===== config.mk =====
export PLATFORM = sky130hd
export DESIGN_NAME = irq_dispatch_flat
export DESIGN_NICKNAME = d
export VERILOG_FILES = /design/src/rtl/irq_dispatch_if.sv /design/src/rtl/irq_dispatch.sv /design/src/flat_wrapper.sv
export SDC_FILE = /design/constraint.sdc
export NUM_CORES = 1
export LEC_CHECK = 0
export BUFFER_PORTS_ARGS = -buffer_cell sky130_fd_sc_hd__buf_2
export CAP_MARGIN = 5
export CORE_MARGIN = 8
export CORE_UTILIZATION = 55
export CTS_CLUSTER_SIZE = 12
export DETAILED_ROUTE_END_ITERATION = 6
export GPL_TIMING_DRIVEN = 0
export HOLD_SLACK_MARGIN = 0.08
export PLACE_DENSITY = 0.89
export SLEW_MARGIN = 20
export SYNTH_ARGS = -nofsm -noshare
export SYNTH_HDL_FRONTEND = slang
export SYNTH_SLANG_ARGS = --single-unit

===== constraint.sdc =====
create_clock -name clk -period 2.46 [get_ports clk]
set_clock_uncertainty 0.2 [all_clocks]
set_input_delay 0.492 -clock clk [delete_from_list [all_inputs] [get_ports clk]]
set_output_delay 0.492 -clock clk [all_outputs]
set_load 0.02 [all_outputs]

===== src/rtl/irq_dispatch_if.sv =====
// Interrupt request/acknowledge bundle between the requester side and irq_dispatch.
//   req_bus  : bus-request flags (bit0 = bus A, bit1 = bus B, bit2 = bus C)
//   req_chan : encoded channel number from the priority decoder
//   mask     : per-bus disable, same bit order as req_bus (1 = ignore)
//   ack, eoi : CPU acknowledge / end-of-interrupt, level-sampled
//   irq      : interrupt request to the CPU
//   vec      : {lvl[1:0], chan[3:0]} of the latched request
//   vec_vld  : one-cycle strobe on acknowledge
//   busy     : interrupt in service
//   tmo      : one-cycle strobe on acknowledge timeout
interface irq_dispatch_if;
  logic [2:0] req_bus;
  logic [3:0] req_chan;
  logic [2:0] mask;
  logic       ack;
  logic       eoi;
  logic       irq;
  logic [5:0] vec;
  logic       vec_vld;
  logic       busy;
  logic       tmo;

  // Requester / CPU side.
  modport master (
    output req_bus, req_chan, mask, ack, eoi,
    input  irq, vec, vec_vld, busy, tmo
  );

  // Dispatcher side.
  modport slave (
    input  req_bus, req_chan, mask, ack, eoi,
    output irq, vec, vec_vld, busy, tmo
  );
endinterface


===== src/rtl/irq_dispatch.sv =====
// Interrupt dispatcher: qualifies a prioritised bus request over QUAL_CYC identical
// samples, presents it to the CPU, tracks acknowledge/service, and abandons a request
// that is not acknowledged within TMO_CYC cycles.
//   clk    : single clock, rising edge
//   rst_n  : synchronous active-low reset
//   irq_if : irq_dispatch_if.slave (request inputs, CPU handshake, status outputs)
module irq_dispatch #(
  parameter int unsigned QUAL_CYC = 2,   // legal 2..15
  parameter int unsigned TMO_CYC  = 255  // legal 1..255
) (
  input  logic            clk,
  input  logic            rst_n,
  irq_dispatch_if.slave   irq_if
);

  localparam logic [3:0] QualLast = 4'(QUAL_CYC);
  localparam logic [7:0] TmoLast  = 8'(TMO_CYC - 1);

  typedef enum logic [1:0] {StIdle, StQual, StPend, StService} state_e;

  state_e     state_q, state_d;
  logic [3:0] qcnt_q, qcnt_d;
  logic [7:0] tcnt_q, tcnt_d;
  logic [5:0] cand_q, cand_d;
  logic       vld_q, vld_d;
  logic       tmo_q, tmo_d;

  logic [2:0] eb;
  logic [1:0] lvl;
  logic [5:0] sample;
  logic [3:0] qcnt_inc;

  assign eb = irq_if.req_bus & ~irq_if.mask;

  // Lowest-numbered enabled bus wins; lvl 0 means no request.
  always_comb begin
    lvl = 2'd0;
    if (eb[0]) begin
      lvl = 2'd1;
    end else if (eb[1]) begin
      lvl = 2'd2;
    end else if (eb[2]) begin
      lvl = 2'd3;
    end
  end

  assign sample   = {lvl, irq_if.req_chan};
  assign qcnt_inc = qcnt_q + 4'd1;

  always_comb begin
    state_d = state_q;
    qcnt_d  = qcnt_q;
    tcnt_d  = tcnt_q;
    cand_d  = cand_q;
    vld_d   = 1'b0;
    tmo_d   = 1'b0;
    unique case (state_q)
      StIdle: begin
        if (lvl != 2'd0) begin
          state_d = StQual;
          cand_d  = sample;
          qcnt_d  = 4'd1;
        end
      end
      StQual: begin
        if (lvl == 2'd0) begin
          state_d = StIdle;
        end else if (sample == cand_q) begin
          qcnt_d = qcnt_inc;
          if (qcnt_inc == QualLast) begin
            state_d = StPend;
            tcnt_d  = 8'd0;
          end
        end else begin
          // A different request restarts qualification on the new candidate.
          cand_d = sample;
          qcnt_d = 4'd1;
        end
      end
      StPend: begin
        // Acknowledge takes precedence over a timeout on the same edge.
        if (irq_if.ack) begin
          state_d = StService;
          vld_d   = 1'b1;
        end else if (tcnt_q == TmoLast) begin
          state_d = StIdle;
          tmo_d   = 1'b1;
        end else begin
          tcnt_d = tcnt_q + 8'd1;
        end
      end
      StService: begin
        if (irq_if.eoi) begin
          state_d = StIdle;
        end
      end
      default: begin
        state_d = StIdle;
      end
    endcase
  end

  always_ff @(posedge clk) begin
    if (!rst_n) begin
      state_q <= StIdle;
      qcnt_q  <= 4'd0;
      tcnt_q  <= 8'd0;
      cand_q  <= 6'h00;
      vld_q   <= 1'b0;
      tmo_q   <= 1'b0;
    end else begin
      state_q <= state_d;
      qcnt_q  <= qcnt_d;
      tcnt_q  <= tcnt_d;
      cand_q  <= cand_d;
      vld_q   <= vld_d;
      tmo_q   <= tmo_d;
    end
  end

  // All outputs decode registered state only.
  assign irq_if.irq     = (state_q == StPend);
  assign irq_if.busy    = (state_q == StService);
  assign irq_if.vec     = ((state_q == StPend) || (state_q == StService)) ? cand_q : 6'h00;
  assign irq_if.vec_vld = vld_q;
  assign irq_if.tmo     = tmo_q;

endmodule


===== src/flat_wrapper.sv =====
// flat-port wrapper written by rule: the top's interface ports become plain ports
module irq_dispatch_flat 
#(
  parameter int unsigned QUAL_CYC = 2,                 
  parameter int unsigned TMO_CYC  = 255                 
)
  (clk, rst_n, irq_if_req_bus, irq_if_req_chan, irq_if_mask, irq_if_ack, irq_if_eoi, irq_if_irq, irq_if_vec, irq_if_vec_vld, irq_if_busy, irq_if_tmo);
  irq_dispatch_if irq_if_i ();
  input  logic clk;
  input  logic rst_n;
  input wire logic [$bits(irq_if_i.req_bus)-1:0] irq_if_req_bus;
  input wire logic [$bits(irq_if_i.req_chan)-1:0] irq_if_req_chan;
  input wire logic [$bits(irq_if_i.mask)-1:0] irq_if_mask;
  input wire logic [$bits(irq_if_i.ack)-1:0] irq_if_ack;
  input wire logic [$bits(irq_if_i.eoi)-1:0] irq_if_eoi;
  output wire logic [$bits(irq_if_i.irq)-1:0] irq_if_irq;
  output wire logic [$bits(irq_if_i.vec)-1:0] irq_if_vec;
  output wire logic [$bits(irq_if_i.vec_vld)-1:0] irq_if_vec_vld;
  output wire logic [$bits(irq_if_i.busy)-1:0] irq_if_busy;
  output wire logic [$bits(irq_if_i.tmo)-1:0] irq_if_tmo;
  assign irq_if_i.req_bus = irq_if_req_bus;
  assign irq_if_i.req_chan = irq_if_req_chan;
  assign irq_if_i.mask = irq_if_mask;
  assign irq_if_i.ack = irq_if_ack;
  assign irq_if_i.eoi = irq_if_eoi;
  assign irq_if_irq = irq_if_i.irq;
  assign irq_if_vec = irq_if_i.vec;
  assign irq_if_vec_vld = irq_if_i.vec_vld;
  assign irq_if_busy = irq_if_i.busy;
  assign irq_if_tmo = irq_if_i.tmo;
  irq_dispatch #(.QUAL_CYC(QUAL_CYC), .TMO_CYC(TMO_CYC)) u_core (.clk(clk), .rst_n(rst_n), .irq_if(irq_if_i));
endmodule

==> out/metrics.yaml, run 1 <==
status: "finished, final reports clean"
postSynthCellCount: 162
path_cells: "nand2b_1, buf_2, clkinv_1, buf_2"
grt.overflow.total: 0
p_int_uw: 471
h-tree-depth: 1
ff2ff_path_depth: 6
hpwl_um: 2580
drt_iter0_drc: 113
crit-reg2reg-launch: "u_core.qcnt_q[0]"
first_global_vias: 1387
fin_crit_sh: 0.924
r2r_slack_ns: 0.35
tritoncts.num_buffers: 3
synthSimpleGateAreaFrac: 0.355
syn_to_final_growth_pct: 12.0
die_height_um: 66.7
end_kind: "output pin"
clock_latency_ns: 0.31
p_clk_frac: 0.258
cp_common_cell: "buf_2"
finalCriticalPeriod_ns: 2.27
ys_seq_area_frac: 0.311
synth_ff_type: "dfxtp_1"
sw_frac_of_total: 0.283
rows: 18
synthArstFlopShare: 0
finalSetupTns_ns: 0
min_from: "irq_if_ack"
diodes: 0
synth_top_family_by_area: "simple AND/OR/NAND/NOR gates"
grt_max_degree: 12
clkTransAtPathRegs_ns: 0.12
rsz0062_at_grt: "false"
ant_nets: 0
grtUsageTotal: 0.161
crit_end: "irq_if_irq"
ctsResizeCount: 0
combPwrFrac: 0.162
viasPerCell: 6.23
wl_um: 3310
setup_viol: 0
worstPathArrival_ns: 1.58
synth_mux_area_frac: 0.0354
seq_power_share: 0.579
route.vias.total: 1352
synth-adder-area-share: 0.0354
power.switching_uw: 186
post_cts_buffers: 0
antenna_found_initial: 0
post-route-worst-setup-slack_ns: 0.187
die_x_um: 66.7
crit_type: "reg -> out"
critPathMaxStageDelay_ns: 0.44
synth-seq-cells: 22
r2r_end: "u_core.tcnt_q[1]"
layout-drive-gt1-share: 0.203
netlist_area_um2: 1420
fillers: 198
cts_max_path_buffers: 2
multi_input_area_um2: 923
required_ns: 1.77
wl_per_cell_um: 15.2
final_cell_mix: "buf_2 (24), dfxtp_1 (22), nand2_1 (17), nand3_1 (9), and2_1 (8)"
ir_worst_vdd_v: 0.000417
cap_violations: 0
leakagePower_uw: 0.000603
place_ws_ns: 0.135
cp_top_family: "buffers and inverters"
gp_congestion: 0.875
cp.depth: 4
startpoint: "u_core.state_q[0]"
ios: 24
cp_slowest_cell: "dfxtp_1"
synthXorXnorAreaFrac: 0.0371
seqCellArea_um2: 440
syn_area_per_cell_um2: 8.74
slew_headroom: 0.564
worst-path-buf-inv: 3
startpoint_type: "flop"
powerDensity_nw_per_um2: 414
grt_pass1_wl_um: 5770
synth_compound_area_frac: 0.190
cts_sinks: 22
syn_nets: 180
min_path_type: "in -> reg"
dieArea_um2: 4450
post-route-drc-count: 0
fin_nets: 207
drtPass1Iterations: 4
cts_tree: "done"
coreArea_um2: 2450
synth-edff-count: 0
ctsHoldBuffers: 0
finalMaxSlewViolations: 0
max_freq_mhz: 440
port_buffers: 22
synth_warnings: 0
cts_root_buf: "clkbuf_4"
crit_fanout: 10
initial_core_util: 0.576
worst_pin_slew_ns: 0.653
final_common_cell: "buf_2"
synth_cell_types: 55
final-hold-violation-count: 0
## power by group through the flow
stage,combinational [uW],sequential (uW),clock [uW]
after CTS,106,380,167
after floorplan,76.8,385,0
after global placement,100,387,0
final,107,380,170
after global routing,117,383,184
after detailed placement,106,388,0
## worst reg2reg max path, delay by kind of cell (launching register included)
family / cells / cell delay (ns)
AO/OA/AOI/OAI: 2 / 0.38
AND/OR/NAND/NOR: 3 / 0.72
adder cells (fa/ha/maj): 1 / 0.25
flip-flops: 1 / 0.44
## cell usage after synthesis (2+ instances only)
cell type,count,share of area
a21oi_1,3,0.011
a31oi_1,2,0.0088
and2_1,8,0.035
and3_1,2,0.0088
buf_2,2,0.0071
clkbuf_1,7,0.019
dfxtp_1,22,0.31
ha_1,4,0.035
inv_1,3,0.0080
mux2i_1,5,0.035
nand2_1,17,0.045
nand2b_1,5,0.022
nand3_1,9,0.032
nand3b_1,3,0.016
nand4_1,3,0.013
nor2_1,4,0.011
nor2b_1,2,0.0088
nor3_1,5,0.018
nor3b_1,2,0.011
nor4_4,2,0.030
o2111ai_1,3,0.019
o211ai_1,3,0.016
o21a_1,3,0.016
o21ai_0,5,0.018
o22ai_1,2,0.0088
or4_1,2,0.011
xnor2_1,6,0.037
## flip-flops by register name, summed over array words and instances, names as in the netlist
| register | cells |
|---|---|
| u_core.tcnt_q | 8 |
| u_core.cand_q | 6 |
| u_core.qcnt_q | 4 |
| u_core.state_q | 2 |
| u_core.irq_if.tmo | 1 |
| u_core.irq_if.vec_vld | 1 |
## cell type report
class                      instances  area share
tap                               30      0.0237
multi-input combinational        127       0.582
inverter                           4     0.00947
buffer                             9      0.0229
clock buffer                       3      0.0142
sequential                        22       0.278
timing repair buffer              22      0.0695
## worst min-delay path by stage
stage | end | cells past startpoint
after floorplan | u_core.cand_q[0] | 2
after global placement | u_core.cand_q[2] | 2
after detailed placement | u_core.cand_q[2] | 2
after CTS | u_core.irq_if.tmo | 2
after global routing | u_core.irq_if.tmo | 2
final | u_core.irq_if.tmo | 2
## cell families after synthesis
logic type / count (synthesis)
fa+ha+maj: 4
buf+inv: 13
simple gates: 78
compound gates: 34
xor+xnor: 6
flops: 22
mux: 5
## per-layer routing
layer  up-vias  global-route usage  share of wire
met5         -                   0              0
met1       645               0.168           0.43
li1        657                   -              -
met3         6              0.0554          0.059
met4         0              0.0480          0.010
met2        44               0.293           0.50
## stage by stage
step	total power (uW)	utilization	hold WS [ns]	cell area, um^2	instances
2_1_floorplan	462	-	0.259	1420	162
6_report	657	0.646	0.193	1590	217
5_1_grt	684	0.646	0.198	1590	217
3_5_place_dp	494	0.637	0.288	1560	214
4_1_cts	653	0.646	0.192	1590	217
3_3_place_gp	487	0.637	0.269	1560	214
Power figures use the tool's default switching activity.
==> run 2, diff against run 1 <==
--- a/config.mk
+++ b/config.mk
@@ -8,12 +8,12 @@
 export BUFFER_PORTS_ARGS = -buffer_cell sky130_fd_sc_hd__buf_2
 export CAP_MARGIN = 5
 export CORE_MARGIN = 8
-export CORE_UTILIZATION = 55
+export CORE_UTILIZATION = 50
 export CTS_CLUSTER_SIZE = 12
 export DETAILED_ROUTE_END_ITERATION = 6
 export GPL_TIMING_DRIVEN = 0
 export HOLD_SLACK_MARGIN = 0.08
-export PLACE_DENSITY = 0.89
+export PLACE_DENSITY = 0.86
 export SLEW_MARGIN = 20
 export SYNTH_ARGS = -nofsm -noshare
 export SYNTH_HDL_FRONTEND = slang
==> constraint.sdc (replaced) <==
create_clock -name clk -period 1.9 [get_ports clk]
set_clock_uncertainty 0.2 [all_clocks]
set_input_delay 0.38 -clock clk [delete_from_list [all_inputs] [get_ports clk]]
set_output_delay 0.38 -clock clk [all_outputs]
set_load 0.02 [all_outputs]
==> run 2 against run 1 <==
Compared with the run above:
- count of clock-buffer cells in the layout increased by 1
- critical endpoint is now u_core.tcnt_q[7]
- power increased by 44%
- die area increased by 7.6%
- highest routed layer unchanged
==> out/metrics.yaml, run 2 (same netlist as run 1, synthesis figures left out) <==
grt_pass1_wl_um: 6030
hpwl_um: 2290
final_common_cell: "buf_2"
crit_fanout: 9
ir_worst_vdd_v: 0.000473
dieArea_um2: 4790
grt.overflow.total: 0
worst_pin_slew_ns: 0.467
largest_register_ffs: 8
whs_ns: 0.114
wl_um: 3560
final-hold-violation-count: 0
post-route-drc-count: 0
startpoint_type: "flop"
coreArea_um2: 2730
fin_nets: 217
largest_register: "u_core.tcnt_q"
setup_viol: 0
ios: 24
instances_no_fill: 229
finalMaxSlewViolations: 0
fillers: 215
clock_latency_ns: 0.32
h-tree-depth: 1
final_cell_mix: "buf_2 (20), nand2_1 (16), dfxtp_1 (12), buf_4 (10), dfxtp_2 (9)"
cts_root_buf: "clkbuf_4"
required_ns: 1.92
layout-drive-gt1-share: 0.389
place_inst: 215
fin_crit_sh: 0.977
met2_length_um: 1760
initial_core_util: 0.518
leakagePower_uw: 0.000719
drt_iter0_drc: 100
die_height_um: 69.2
post-route-worst-setup-slack_ns: 0.0430
ant_nets: 0
gp_congestion: 0.808
route.met3.wl_um: 137
syn_to_final_growth_pct: 29.8
highest_layer: "met4"
crit_type: "reg -> reg"
cts_tree: "done"
diodes: 0
end_kind: "flop"
status: "finished, final reports clean"
antenna_found_initial: 0
port_buffers: 22
finalCriticalPeriod_ns: 1.86
route.vias.total: 1367
cts_max_path_buffers: 2
rows: 19
viasPerCell: 5.97
first_global_vias: 1352
wl_met1_um: 1590
slew_headroom: 0.689
cts_sinks: 22
powerDensity_nw_per_um2: 515
drtPass1Iterations: 4
min_path_type: "in -> reg"
worstPathArrival_ns: 1.87
max_freq_mhz: 539
grt_max_degree: 13
cap_violations: 0
clkTransAtPathRegs_ns: 0.12
grtUsageTotal: 0.143
place_ws_ns: -0.265
rsz0062_at_grt: "true"
wl_per_cell_um: 15.6
largestRegisters: "u_core.tcnt_q x8, u_core.cand_q x6, u_core.qcnt_q x4"
tritoncts.num_buffers: 3
die_x_um: 69.2
[run 2: cell types whose count changed in the layout (fill, tap and decap cells not counted), moves of 2 or more]
cell      before  now
dfxtp_2        0    9
buf_4          0   10
buf_2         24   20
xnor2_2        0    3
clkbuf_1       7    4
buf_6          0    4
nand3_1        9    7
xnor2_1        6    3
dfxtp_1       22   12
[run 2: stage by stage]
stage	area [um^2]	utilization	TNS (ns)	power, uW
global route	1840	0.672	-0.198	998
detailed placement	1560	0.572	-3.54	636
floorplan	1420	-	0	598
CTS	1690	0.618	0	921
finish	1840	0.672	0	947
global placement	1560	0.572	-3.04	634
[run 2: repair_timing]
action | 4_1_cts | 5_1_grt
resized for setup | 15 | 31
hold endpoints to repair | 1 | 0
pin swaps | 3 | 6
setup buffers | 5 | 6
setup endpoints to repair | 23 | 25
hold buffers | 1 | 0
[run 2: critical path, stage by stage (launching register included)]
cell and delay (ns):
dfxtp_2 0.36, inv_1 0.06, ha_1 0.22, nand3_4 0.12, o21bai_4 0.11, or4_4 0.51
nand3_1 0.10, o22ai_1 0.08
[run 2: path summary, 6_finish.rpt]
| path | startpoint | end | slack [ns] | depth (start not counted) |
|---|---|---|---|---|
| worst max-delay path | u_core.tcnt_q[0] | u_core.tcnt_q[7] | 0.04 | 7 |
| worst max register to register | u_core.tcnt_q[0] | u_core.tcnt_q[7] | 0.04 | 7 |
| worst min register to register | u_core.cand_q[3] | u_core.cand_q[3] | 0.30 | 2 |
| worst min-delay path | irq_if_req_chan[2] | u_core.cand_q[2] | 0.11 | 3 |
[run 2: where the power goes]
group | switching [uW] | internal (uW)
registers | 20.8 | 478
clock network | 151 | 117
logic | 88.4 | 91.0
total | 261 | 686
[run 2: area by class of cell]
type,count,area (um^2),area share
plain buffers,8,57.6,0.0313
repair buffers,33,208,0.113
clock buffers,4,36.3,0.0198
well taps,31,38.8,0.0211
flip-flops and latches,22,455,0.248
multi-input cells,127,1020,0.554
inverters,4,22.5,0.0123
[run 2: routing by layer]
layer  track usage  vias up
li1              -      669
met1         0.172      650
met2         0.237       39
met3        0.0286        9
met4        0.0661        0
met5             0        -
